[src/rtl/me_pkg.sv]
// rtl/me_pkg.sv - shared parameters, width functions and FSM encoding for the SAD search engine
package me_pkg;

    localparam int ME_PIXEL    = 8;
    localparam int ME_BLK      = 8;
    localparam int ME_NUM_CAND = 16;

    typedef enum logic [1:0] {
        ST_IDLE   = 2'd0,
        ST_ACCUM  = 2'd1,
        ST_FINISH = 2'd2
    } sad_state_e;

    function automatic int sad_w(input int pixel, input int blk);
        return pixel + $clog2(blk * blk);
    endfunction

    function automatic int row_sad_w(input int pixel, input int blk);
        return pixel + $clog2(blk);
    endfunction

    function automatic int cand_w(input int num_cand);
        return (num_cand > 1) ? $clog2(num_cand) : 1;
    endfunction

endpackage

[src/rtl/sad_row_tree.sv]
// rtl/sad_row_tree.sv - combinational sum of absolute pixel differences across one block row
module sad_row_tree
    import me_pkg::*;
#(
    parameter int  PIXEL = ME_PIXEL,
    parameter int  BLK   = ME_BLK,
    localparam int OUT_W = row_sad_w(PIXEL, BLK)
) (
    input  logic [BLK*PIXEL-1:0] cur_row,
    input  logic [BLK*PIXEL-1:0] ref_row,
    output logic [OUT_W-1:0]     row_sad
);

    function automatic logic [PIXEL-1:0] abs_diff(input logic [PIXEL-1:0] x,
                                                  input logic [PIXEL-1:0] y);
        return (x > y) ? (x - y) : (y - x);
    endfunction

    // OUT_W holds BLK * (2**PIXEL - 1) exactly, so the running sum never wraps
    always_comb begin
        row_sad = '0;
        for (int k = 0; k < BLK; k++) begin
            row_sad = row_sad + OUT_W'(abs_diff(cur_row[k*PIXEL +: PIXEL],
                                                ref_row[k*PIXEL +: PIXEL]));
        end
    end

endmodule

[src/rtl/sad_search_engine.sv]
// rtl/sad_search_engine.sv - block-matching search: accumulates per-candidate SAD and tracks the minimum
module sad_search_engine
    import me_pkg::*;
#(
    parameter int  PIXEL    = ME_PIXEL,
    parameter int  BLK      = ME_BLK,
    parameter int  NUM_CAND = ME_NUM_CAND,
    localparam int SAD_W    = sad_w(PIXEL, BLK),
    localparam int CAND_W   = cand_w(NUM_CAND)
) (
    input  logic                 clk,
    input  logic                 rst,
    input  logic                 start,
    input  logic [BLK*PIXEL-1:0] cur_row,
    input  logic [BLK*PIXEL-1:0] ref_row,
    input  logic                 row_valid,
    output logic                 row_ready,
    output logic [SAD_W-1:0]     cand_sad,
    output logic                 cand_sad_valid,
    output logic [SAD_W-1:0]     best_sad,
    output logic [CAND_W-1:0]    best_idx,
    output logic                 busy,
    output logic                 done
);

    localparam int ROW_W     = $clog2(BLK);
    localparam int ROW_SAD_W = row_sad_w(PIXEL, BLK);

    localparam logic [ROW_W-1:0]  LAST_ROW  = ROW_W'(BLK - 1);
    localparam logic [CAND_W-1:0] LAST_CAND = CAND_W'(NUM_CAND - 1);

    sad_state_e          state_q, state_d;
    logic [ROW_W-1:0]    row_cnt_q, row_cnt_d;
    logic [CAND_W-1:0]   cand_cnt_q, cand_cnt_d;
    logic [SAD_W-1:0]    acc_q, acc_d;
    logic [SAD_W-1:0]    cand_sad_q, cand_sad_d;
    logic                cand_valid_q, cand_valid_d;
    logic [SAD_W-1:0]    best_sad_q, best_sad_d;
    logic [CAND_W-1:0]   best_idx_q, best_idx_d;
    logic                done_q, done_d;

    logic [ROW_SAD_W-1:0] row_sad;
    logic [SAD_W-1:0]     cand_sum;
    logic                 row_accept;
    logic                 last_row;
    logic                 last_cand;

    sad_row_tree #(
        .PIXEL (PIXEL),
        .BLK   (BLK)
    ) u_row_tree (
        .cur_row (cur_row),
        .ref_row (ref_row),
        .row_sad (row_sad)
    );

    assign row_accept = row_valid & row_ready;
    assign last_row   = (row_cnt_q == LAST_ROW);
    assign last_cand  = (cand_cnt_q == LAST_CAND);
    assign cand_sum   = acc_q + SAD_W'(row_sad);

    always_ff @(posedge clk) begin
        if (rst) begin
            state_q      <= ST_IDLE;
            row_cnt_q    <= '0;
            cand_cnt_q   <= '0;
            acc_q        <= '0;
            cand_sad_q   <= '0;
            cand_valid_q <= 1'b0;
            best_sad_q   <= '1;
            best_idx_q   <= '0;
            done_q       <= 1'b0;
        end else begin
            state_q      <= state_d;
            row_cnt_q    <= row_cnt_d;
            cand_cnt_q   <= cand_cnt_d;
            acc_q        <= acc_d;
            cand_sad_q   <= cand_sad_d;
            cand_valid_q <= cand_valid_d;
            best_sad_q   <= best_sad_d;
            best_idx_q   <= best_idx_d;
            done_q       <= done_d;
        end
    end

    always_comb begin
        state_d = state_q;
        case (state_q)
            ST_IDLE:   if (start) state_d = ST_ACCUM;
            ST_ACCUM:  if (row_accept && last_row && last_cand) state_d = ST_FINISH;
            ST_FINISH: state_d = ST_IDLE;
            default:   state_d = ST_IDLE;
        endcase
    end

    // Comparison uses the freshly summed candidate so best_* moves on the same edge as cand_sad_valid
    always_comb begin
        row_cnt_d    = row_cnt_q;
        cand_cnt_d   = cand_cnt_q;
        acc_d        = acc_q;
        cand_sad_d   = cand_sad_q;
        cand_valid_d = 1'b0;
        best_sad_d   = best_sad_q;
        best_idx_d   = best_idx_q;
        if (state_q == ST_IDLE && start) begin
            row_cnt_d  = '0;
            cand_cnt_d = '0;
            acc_d      = '0;
            best_sad_d = '1;
            best_idx_d = '0;
        end else if (row_accept) begin
            if (last_row) begin
                cand_sad_d   = cand_sum;
                cand_valid_d = 1'b1;
                acc_d        = '0;
                row_cnt_d    = '0;
                cand_cnt_d   = cand_cnt_q + CAND_W'(1);
                if (cand_sum < best_sad_q) begin
                    best_sad_d = cand_sum;
                    best_idx_d = cand_cnt_q;
                end
            end else begin
                acc_d     = cand_sum;
                row_cnt_d = row_cnt_q + ROW_W'(1);
            end
        end
    end

    always_comb begin
        row_ready = 1'b0;
        busy      = 1'b0;
        done_d    = 1'b0;
        case (state_q)
            ST_ACCUM: begin
                row_ready = 1'b1;
                busy      = 1'b1;
            end
            ST_FINISH: begin
                busy   = 1'b1;
                done_d = 1'b1;
            end
            default: ;
        endcase
    end

    assign cand_sad       = cand_sad_q;
    assign cand_sad_valid = cand_valid_q;
    assign best_sad       = best_sad_q;
    assign best_idx       = best_idx_q;
    assign done           = done_q;

endmodule

[config.mk]
export PLATFORM = sky130hd
export DESIGN_NAME = sad_search_engine
export DESIGN_NICKNAME = d
export VERILOG_FILES = /design/src/rtl/me_pkg.sv /design/src/rtl/sad_row_tree.sv /design/src/rtl/sad_search_engine.sv
export SDC_FILE = /design/constraint.sdc
export NUM_CORES = 1
export LEC_CHECK = 0
export CAP_MARGIN = 0
export CORE_UTILIZATION = 60
export CTS_BUF_LIST = sky130_fd_sc_hd__clkbuf_2 sky130_fd_sc_hd__clkbuf_4 sky130_fd_sc_hd__clkbuf_8
export DETAILED_ROUTE_END_ITERATION = 10
export PLACE_DENSITY = 0.95
export SYNTH_ARGS = -nofsm -noshare
export SYNTH_HDL_FRONTEND = slang
export SYNTH_SLANG_ARGS = --single-unit
export TNS_END_PERCENT = 20
[constraint.sdc]
create_clock -name clk -period 24.5 [get_ports clk]
set_input_delay 2.45 -clock clk [delete_from_list [all_inputs] [get_ports clk]]
set_output_delay 2.45 -clock clk [all_outputs]
set_load 0.05 [all_outputs]
# Word-level counts from Yosys, hierarchy flattened
# Index checks and enable logic that the tools add are counted.
[totals]
ff_bits = 57
latchBits = 0
ram_bits = 0
rom_bits = 0
inputBits = 132
output_inout_bits = 36
elab_cells = 81
memories = 0
[classes]
n_addsub = 26
n_mul = 0
div_mod_pow = 0
n_lt_le_gt_ge = 9
n_eq_ne = 6
shifts = 0
muxes = 17
bitwise = 3
n_reduce_logical = 11
[ops]
columns = ["cell", "n"]
rows = [
  ["8-bit subtractor", 16],
  ["11-bit by 8-bit adder with 11-bit output", 6],
  ["8-bit greater-than comparator", 8],
  ["8-bit two-way mux", 8],
  ["14-bit by 11-bit adder with 14-bit output", 1],
  ["14-bit < comparator", 1],
  ["14-bit two-way mux", 1],
  ["8-bit by 8-bit adder with 9-bit output", 1],
  ["3-bit AND reduction", 2],
  ["4-bit by 1-bit adder with 4-bit output, second input constant", 1],
  ["4-bit equality test, second input constant", 1],
  ["1-bit two-way mux", 4],
  ["2-bit two-way mux", 2],
  ["2-bit inequality test, second input constant", 2],
  ["2-bit case mux with 2 select lines", 1],
  ["2-bit AND reduction", 2],
  ["2-bit OR reduction", 2],
  ["3-bit by 1-bit adder with 3-bit output, second input constant", 1],
  ["3-bit equality test, second input constant", 1],
  ["1-bit logical AND", 3],
  ["3-bit two-way mux", 1],
  ["3-bit OR reduction", 1],
  ["2-bit by 1-bit equality test with 1-bit output, second input constant", 1],
  ["2-bit equality test, second input constant", 1],
  ["3 further kinds", 4],
]

# Logic depth before layout (Yosys ltp)
[logic_depth]
word_depth = 12
ltp_mapped = 44

# Hierarchy
# A second synthesis with hierarchy kept.
[unflattened]
cells_unflattened = 1203
area_unflattened_um2 = 9892.0
[modules_own_cells]
columns = ["mod", "n_inst", "cells_per_inst", "area_per_inst_um2", "seq_area_each_um2"]
rows = [
  ["sad_row_tree", 1, 851, 6767.7, 0.0],
  ["sad_search_engine", 1, 352, 3124.2, 1141.1],
]

# Worst setup path after synthesis
# No wires, ideal clock.
[synth_timing]
path_kind = "input-to-reg"
startpoint = "input port cur_row[0]"
endpoint = "register best_sad_q[12] (netlist: best_sad[12])"
arrival_ns = 11.038
required_time_ns = 24.370
setup_slack_ns = 13.333
path_stages = 42
cell_sequence = "inv_1 > ha_1 > fa_1 > nand3b_1 > a21oi_2 > o22ai_4 > buf_6 > nand2_1 > o21ai_0 > fa_1 > a21o_1 > a21oi_1 > o21bai_1 > a21oi_1 > xor2_1 > fa_1 > fa_1 > inv_1 > [6 not listed] > a21oi_1 > nor2_1 > xnor2_1 > ha_1 > nand2_1 > nor2_1 > o21ai_0 > a31oi_1 > xor2_1 > ha_1 > a21o_1 > a211oi_1 > nand3_1 > a31oi_1 > buf_2 > buf_2 > mux2i_1 > nand2_1"
[synth_via]
elab_chain_cells = 12
[synth_lines]
columns = ["item", "line_no", "rtl"]
rows = [
  ["start, declared", "sad_search_engine.sv:14", "input logic [BLK*PIXEL-1:0] cur_row,"],
  ["8-bit subtractor / 8-bit greater-than comparator (equally long branches)", "sad_row_tree.sv:16", "return (x > y) ? (x - y) : (y - x);"],
  ["8-bit two-way mux *", "sad_row_tree.sv:16", ""],
  ["8-bit by 8-bit adder with 9-bit output *", "sad_row_tree.sv:23", "row_sad = row_sad + OUT_W'(abs_diff(cur_row[k*PIXEL +: PIXEL],"],
  ["11-bit by 8-bit adder with 11-bit output * (6 in series)", "sad_row_tree.sv:23", ""],
  ["14-bit by 11-bit adder with 14-bit output *", "sad_search_engine.sv:60", "assign cand_sum = acc_q + SAD_W'(row_sad);"],
  ["named net cand_sum[12]", "sad_search_engine.sv:43", "logic [SAD_W-1:0] cand_sum;"],
  ["14-bit < comparator", "sad_search_engine.sv:118", "if (cand_sum < best_sad_q) begin"],
  ["3-bit AND reduction (no source line)", "n/a", ""],
  ["end signal, assigned", "sad_search_engine.sv:80", "best_sad_q <= best_sad_d;"],
  ["end, declared", "sad_search_engine.sv:38", "logic [SAD_W-1:0] best_sad_q, best_sad_d;"],
]
# Mark *: on every way through the listed nets, which the timed path passes. The rest lies on a longest branch.
# A chain may end at the register's enable or synchronous reset.

# Final worst setup path
[layout_timing]
startpoint = "input port cur_row[11]"
endpoint = "register best_idx_q[0] (netlist: best_idx[0])"
[layout_via]
elab_chain_cells = 12
[layout_lines]
columns = ["item", "line_no", "rtl"]
rows = [
  ["8-bit subtractor / 8-bit greater-than comparator (equally long branches)", "sad_row_tree.sv:16", ""],
  ["8-bit two-way mux *", "sad_row_tree.sv:16", ""],
  ["8-bit by 8-bit adder with 9-bit output *", "sad_row_tree.sv:23", ""],
  ["11-bit by 8-bit adder with 11-bit output * (6 in series)", "sad_row_tree.sv:23", ""],
  ["14-bit by 11-bit adder with 14-bit output *", "sad_search_engine.sv:60", ""],
  ["named net cand_sum[11]", "sad_search_engine.sv:43", ""],
  ["14-bit < comparator *", "sad_search_engine.sv:118", ""],
  ["3-bit AND reduction (no source line) *", "n/a", ""],
  ["end signal, assigned", "sad_search_engine.sv:81", "best_idx_q <= best_idx_d;"],
  ["end, declared", "sad_search_engine.sv:39", "logic [CAND_W-1:0] best_idx_q, best_idx_d;"],
]
# Marked as above.

==> results by group <==
Layout
  – Most frequent cells in the layout: 232 x inv_1, 175 x ha_1, 167 x clkdlybuf4s50_1, 128 x a21oi_1, 77 x nand2_1
  – Fillers: 1163
  – Fin nets: 1744
  – Most common cell after layout, fill and taps aside: inv_1
  – Area growth syn-to-layout: 20.5%
  – Multi-input gate area: 0.00762 mm2
  – Ratio of cells with drive above 1 in the final layout: 4.12%
  – Seq. cell area: 0.00114 mm2
  – Post-route cell area: 0.0118 mm2

Route
  – Via-per-instance ratio: 5.74
  – Final WL: 24.1 mm
  – DRT iter0 DRCs: 737
  – Initial DRT Pass Iterations: 6
  – Antenna viol nets, final: 0
  – Via count: 9190
  – Drt drc: 0
  – Routed WL per cell: 15.1 um

Setup path
  – FF-to-FF path depth: 16
  – CP max-delay cell: o21ai_1
  – Maximum fanout along the worst path: 16
  – Worst reg2reg setup slack: 20020 ps
  – Crit path to: best_idx[0]
  – Critical Path End Type: flip-flop
  – Origin of the critical flop-to-flop path: acc_q[0]
  – Worst Path Required: 24690 ps
  – CP Data Arrival Time: 13280 ps
  – Largest stage delay, worst path: 680 ps
  – Crit path kind: in -> reg
  – CP Launch Type: input pin
  – Crit path launch: cur_row[11]
  – Reg2reg end: best_idx[0]

Clock network
  – CTS H-tree depth: 3
  – Post-CTS Setup Inserts: 0
  – TritonCTS Buffers: 9
  – Root buf cell: clkbuf_8
  – Hold_buf cts: 0
  – Clk_lat worst skew: 340 ps
  – # clock sinks: 57
  – CTS resizes: 0
  – CTS tree: built
  – CTS clk-pin slew, worst paths: 60 ps
  – Clock Tree Buf Depth: 2

STA
  – Post-layout minimum cycle time: 13100 ps
  – Skew final: 8.21 ps
  – Tcrit/Tclk final: 53.5%
  – Final setup margin: 11400 ps
  – RSZ-0062 raised after global routing: false
  – Final setup vio count: 0
  – Fin. max-slew vios: 0
  – Slew headroom: 32.9%
  – Hold_ws: 456 ps
  – Worst-margin pin slew: 1010 ps
  – Setup total negative slack: 0 ps
  – FMAX: 76.4 MHz
  – Final hold vios: 0

GRT
  – First-pass GRT wire length: 40.2 mm
  – GRT Overall Usage: 29.2%
  – Largest net degree at the start of global routing: 24
  – Grt ovf: 0
  – Number of global-route vias before repair: 9063
  – Initial antenna violation count: 1

Synth
  – Synth cell types: 64
  – Post-synth EDFFs: 0
  – Number of synthesized register bits: 57
  – Sequential area share after synthesis: 11.6%
  – Synth warn: 0
  – Synth Cell Area: 0.00980 mm2
  – Avg Cell Area, Syn: 7.94 um2
  – Synth async-reset ratio: 0%
  – Syn nets: 1597
  – Synth Instances: 1234
  – Top FF cell, synth: dfxtp_1

Die
  – Initial Util: 61.5%
  – Top-Level Pins: 168
  – Die Ht: 130 um
  – Die width: 130 um
  – Die area: 0.0169 mm2
  – Core box area: 0.0159 mm2
  – Cell Rows: 46

Placement
  – Pre-CTS setup slack: 11410 ps
  – Final GP Congestion: 0.933
  – I/O Buffers: 167
  – Post-DP HPWL: 20.2 mm
  – Dpl cell area: 0.0116 mm2

Run
  – Max_cap viols: 0

Outcome
  – Status: completed

Min path
  – Hold/Removal Path Class: reg -> reg
## layout make-up
cell class | instances | share of cell area, %
Multi-Input combinational cell | 911 | 64.5
Timing Repair Buffer | 170 | 14.3
Sequential cell | 57 | 9.66
Inverter | 232 | 7.37
Tap cell | 216 | 2.29
Clock buffer | 13 | 1.51
Clock inverter | 2 | 0.296
Antenna cell | 1 | 0.0212
## flip-flops by register name, indices dropped and copies added (netlist names)
signal and count:
state_q 2, best_idx 4, best_sad 14, acc_q 14
row_cnt_q 3, cand_sad_valid 1, cand_cnt_q 4, done 1
cand_sad 14
## critical path: cells and delay by family
family / cells / cell delay (ps)
mux: 1 / 240
fa+ha+maj: 9 / 3870
compound gates: 14 / 4020
simple gates: 6 / 700
xor+xnor: 3 / 780
buf+inv: 7 / 1230
## stage by stage
stage | instances | util, %
2_1_floorplan | 1234 | -
3_3_place_gp | 1586 | 72.8
3_5_place_dp | 1586 | 72.8
4_1_cts | 1601 | 74.1
5_1_grt | 1602 | 74.1
6_report | 1602 | 74.1
## kinds of logic after synthesis
logic type      count (synthesis)  share of synthesized area (%)
flops                          57                           11.6
mux                            50                           5.41
xor+xnor                       72                           6.43
fa+ha+maj                     231                           33.8
buf+inv                       266                           10.7
simple gates                  241                           11.4
compound gates                317                           20.7
## how the worst min path moves through the flow
stage                      start            to  slack (ps)  cells past startpoint
floorplan           row_cnt_q[1]  row_cnt_q[1]         440                      2
global placement     cand_sad[0]   cand_sad[0]         440                      2
detailed placement   cand_sad[5]   cand_sad[5]         450                      2
CTS                  cand_sad[5]   cand_sad[5]         460                      2
global route         cand_sad[5]   cand_sad[5]         470                      2
finish               cand_sad[5]   cand_sad[5]         460                      2
## layer usage
metal / GRT usage (%) / routed length [um] / vias up
li1: - / - / 4448
met1: 34.7 / 9880 / 4261
met2: 53.5 / 11800 / 394
met3: 3.73 / 1540 / 87
met4: 11.1 / 897 / 0
met5: 0 / 0 / -
## synth_stat cells (19+ instances only)
library cell / n / area, um2
mux2_2: 19 / 214
dfxtp_1: 57 / 1140
a21o_1: 33 / 248
fa_1: 56 / 1120
xnor2_1: 43 / 377
nand3_1: 26 / 130
nand2_1: 77 / 289
mux2i_1: 29 / 290
nor2_1: 67 / 251
inv_1: 232 / 871
o21ai_0: 44 / 220
a21oi_1: 128 / 641
xor2_1: 29 / 254
ha_1: 175 / 2190
Power is left out: the tool's default activity adds up to more than one toggle a clock period on the data nets, which glitch-free logic cannot reach.
==> patch: new RTL, same settings <==
The 3 states of `sad_state_e` get a one-hot encoding in 3 bits.
--- a/src/rtl/me_pkg.sv
+++ b/src/rtl/me_pkg.sv
@@ -6,8 +6,8 @@
     localparam int ME_NUM_CAND = 16;
 
-    typedef enum logic [1:0] {
-        ST_IDLE   = 2'd0,
-        ST_ACCUM  = 2'd1,
-        ST_FINISH = 2'd2
+    typedef enum logic [2:0] {
+        ST_IDLE   = 3'b001,
+        ST_ACCUM  = 3'b010,
+        ST_FINISH = 3'b100
     } sad_state_e;
 
Function: same outputs for any inputs over 4 cycles, from zero or initial values and one cycle with rst high; so few cycles prove little.
==> patch against the original RTL <==
Worst setup slack improved by 0.62 ns; sequential cell count increased by 1; count of clock-buffer cells in the layout shrank 2; highest routed layer unchanged; cell area increased by 0.96%; first-iteration DRC count shrank 18%; synthesized area increased by 1.2%; utilization up 0.44 points; largest cell class unchanged; wire length is 4.9% higher; non-clock buffer count unchanged.
Power is left out: the tool's default activity adds up to more than one toggle a clock period on the data nets, which glitch-free logic cannot reach.
==> patch: results (changes against the original RTL) <==
[yosys]
syn_nets = 1600  ; was 1597
synth_cell_types = 65  ; was 64
yosys-top-cells-count = inv_1, ha_1, a21oi_1, nand2_1, nor2_1  ; unchanged
yosysSeqAreaShare_pct = 11.7  ; was 11.6%
synth.area.top_cells = ha_1, dfxtp_1, fa_1, inv_1, a21oi_1  ; unchanged

[placement]
io_buffers = 167  ; unchanged
globalplace.congestion = 0.980  ; was 0.933
post-dp-hpwl_um = 21200  ; was 20200 um

[routing]
routedWlPerCell_um = 15.7  ; was 15.1 um
vias = 9369  ; was 9190
dr.pass1.iters = 7  ; was 6
drtIter0Drc = 605  ; was 737

[grt]
grt_pass1_vias = 9254  ; was 9063
grt_max_degree = 25  ; was 24
groute.usage.overall_pct = 29.8  ; was 29.2%
grt_antenna_before_repair = 0  ; was 1
grt_pass1_wl_um = 40900  ; was 40200 um

[final_layout]
nNetsFinal = 1751  ; was 1744
layout-drive-gt1-share_pct = 4.08  ; was 4.12%
fillers = 1150  ; was 1163
antenna_cells = 0  ; was 1

[clock_tree]
cts.clk_slew.worst_paths_ns = 0.07
htree_levels = 3  ; unchanged
clk_latency_ns = 0.35
cts_root_buf = clkbuf_8  ; unchanged
cts_buffers = 9  ; unchanged

[setup_path]
cpMaxStageDelayCell = fa_1  ; was o21ai_1
ff2ff_setup_slack_ns = 20.33  ; was 20.02 ns
critPathMaxFanout = 20  ; was 16
cpPeakStageDelay_ns = 0.57  ; was 0.68 ns
r2r_end = best_sad[11]$_SDFFE_PP1P_  ; was best_idx[0]$_SDFFE_PP0P_
r2r_cells = 17  ; was 16
reg2reg_from = acc_q[0]$_SDFFE_PP0P_  ; unchanged

[min_path]
hold_class = reg -> reg  ; unchanged
holdPathStages = 2  ; unchanged

[sta]
max_slew.worst_pin.slew_ns = 1.20  ; was 1.01 ns
skew_ns = 0.00917  ; was 0.00821 ns

[run_status]
status = complete, no violations  ; unchanged

-- patch: metal layers --
layer / GRT usage, % / wire length (um) / vias up
met5: 0 / 0 / -
met4: 10.7 / 747 / 0
met3: 5.42 / 1820 / 84
met2: 53.3 / 12500 / 379
met1: 35.4 / 10300 / 4394
li1: - / - / 4512
-- patch: kinds of logic after synthesis --
kind of cell | Yosys count | synth area share (%)
flip-flops | 58 | 11.7
multiplexers | 63 | 6.67
buffers and inverters | 264 | 10.2
AND/OR/NAND/NOR | 253 | 12.4
adder cells (fa/ha/maj) | 227 | 32.9
AO/OA/AOI/OAI | 311 | 20.4
XOR/XNOR | 65 | 5.74
-- patch: worst max-delay path by stage --
stage	slack [ns]	endpoint	from
after global routing	11.26	best_sad[2]$_SDFFE_PP1P_	cur_row[5]
final	12.02	best_sad[11]$_SDFFE_PP1P_	cur_row[5]
after detailed placement	11.76	best_sad[5]$_SDFFE_PP1P_	cur_row[5]
after floorplan	13.39	best_sad[0]$_SDFFE_PP1P_	cur_row[13]
after CTS	12.13	best_sad[2]$_SDFFE_PP1P_	cur_row[5]
after global placement	12.18	best_sad[6]$_SDFFE_PP1P_	cur_row[5]
-- patch: final cells by class --
type / instances / area [um2] / share of cell area (%)
well taps: 216 / 270 / 2.27
multi-input cells: 919 / 7750 / 65.0
flip-flops and latches: 58 / 1160 / 9.73
clock inverters: 5 / 30.0 / 0.252
repair buffers: 170 / 1690 / 14.2
clock buffers: 11 / 145 / 1.22
inverters: 234 / 878 / 7.36
-- patch: through the flow --
step	hold WS, ns	cells	utilization [%]	setup WS, ns	instance area (um2)
6_report	0.454	1613	74.6	12.02	11900
5_1_grt	0.489	1613	74.6	11.26	11900
4_1_cts	0.456	1613	74.6	12.13	11900
3_5_place_dp	0.448	1597	73.5	11.76	11800
3_3_place_gp	0.442	1597	73.5	12.18	11800
2_1_floorplan	0.440	1241	-	13.39	9920
-- patch: worst reg2reg max path, stage by stage (launching register included) --
cell and delay [ns]:
dfxtp_1 0.31, ha_1 0.22, inv_1 0.08, fa_1 0.21, nor2b_1 0.07, o21a_1 0.22
o21ai_0 0.35, a311oi_1 0.16, o31ai_1 0.31, xor2_1 0.31, inv_1 0.08, ha_1 0.29
nor2b_1 0.13, o21ai_0 0.15, o211ai_1 0.12, a21oi_2 0.52, buf_4 0.35, o211ai_1 0.11
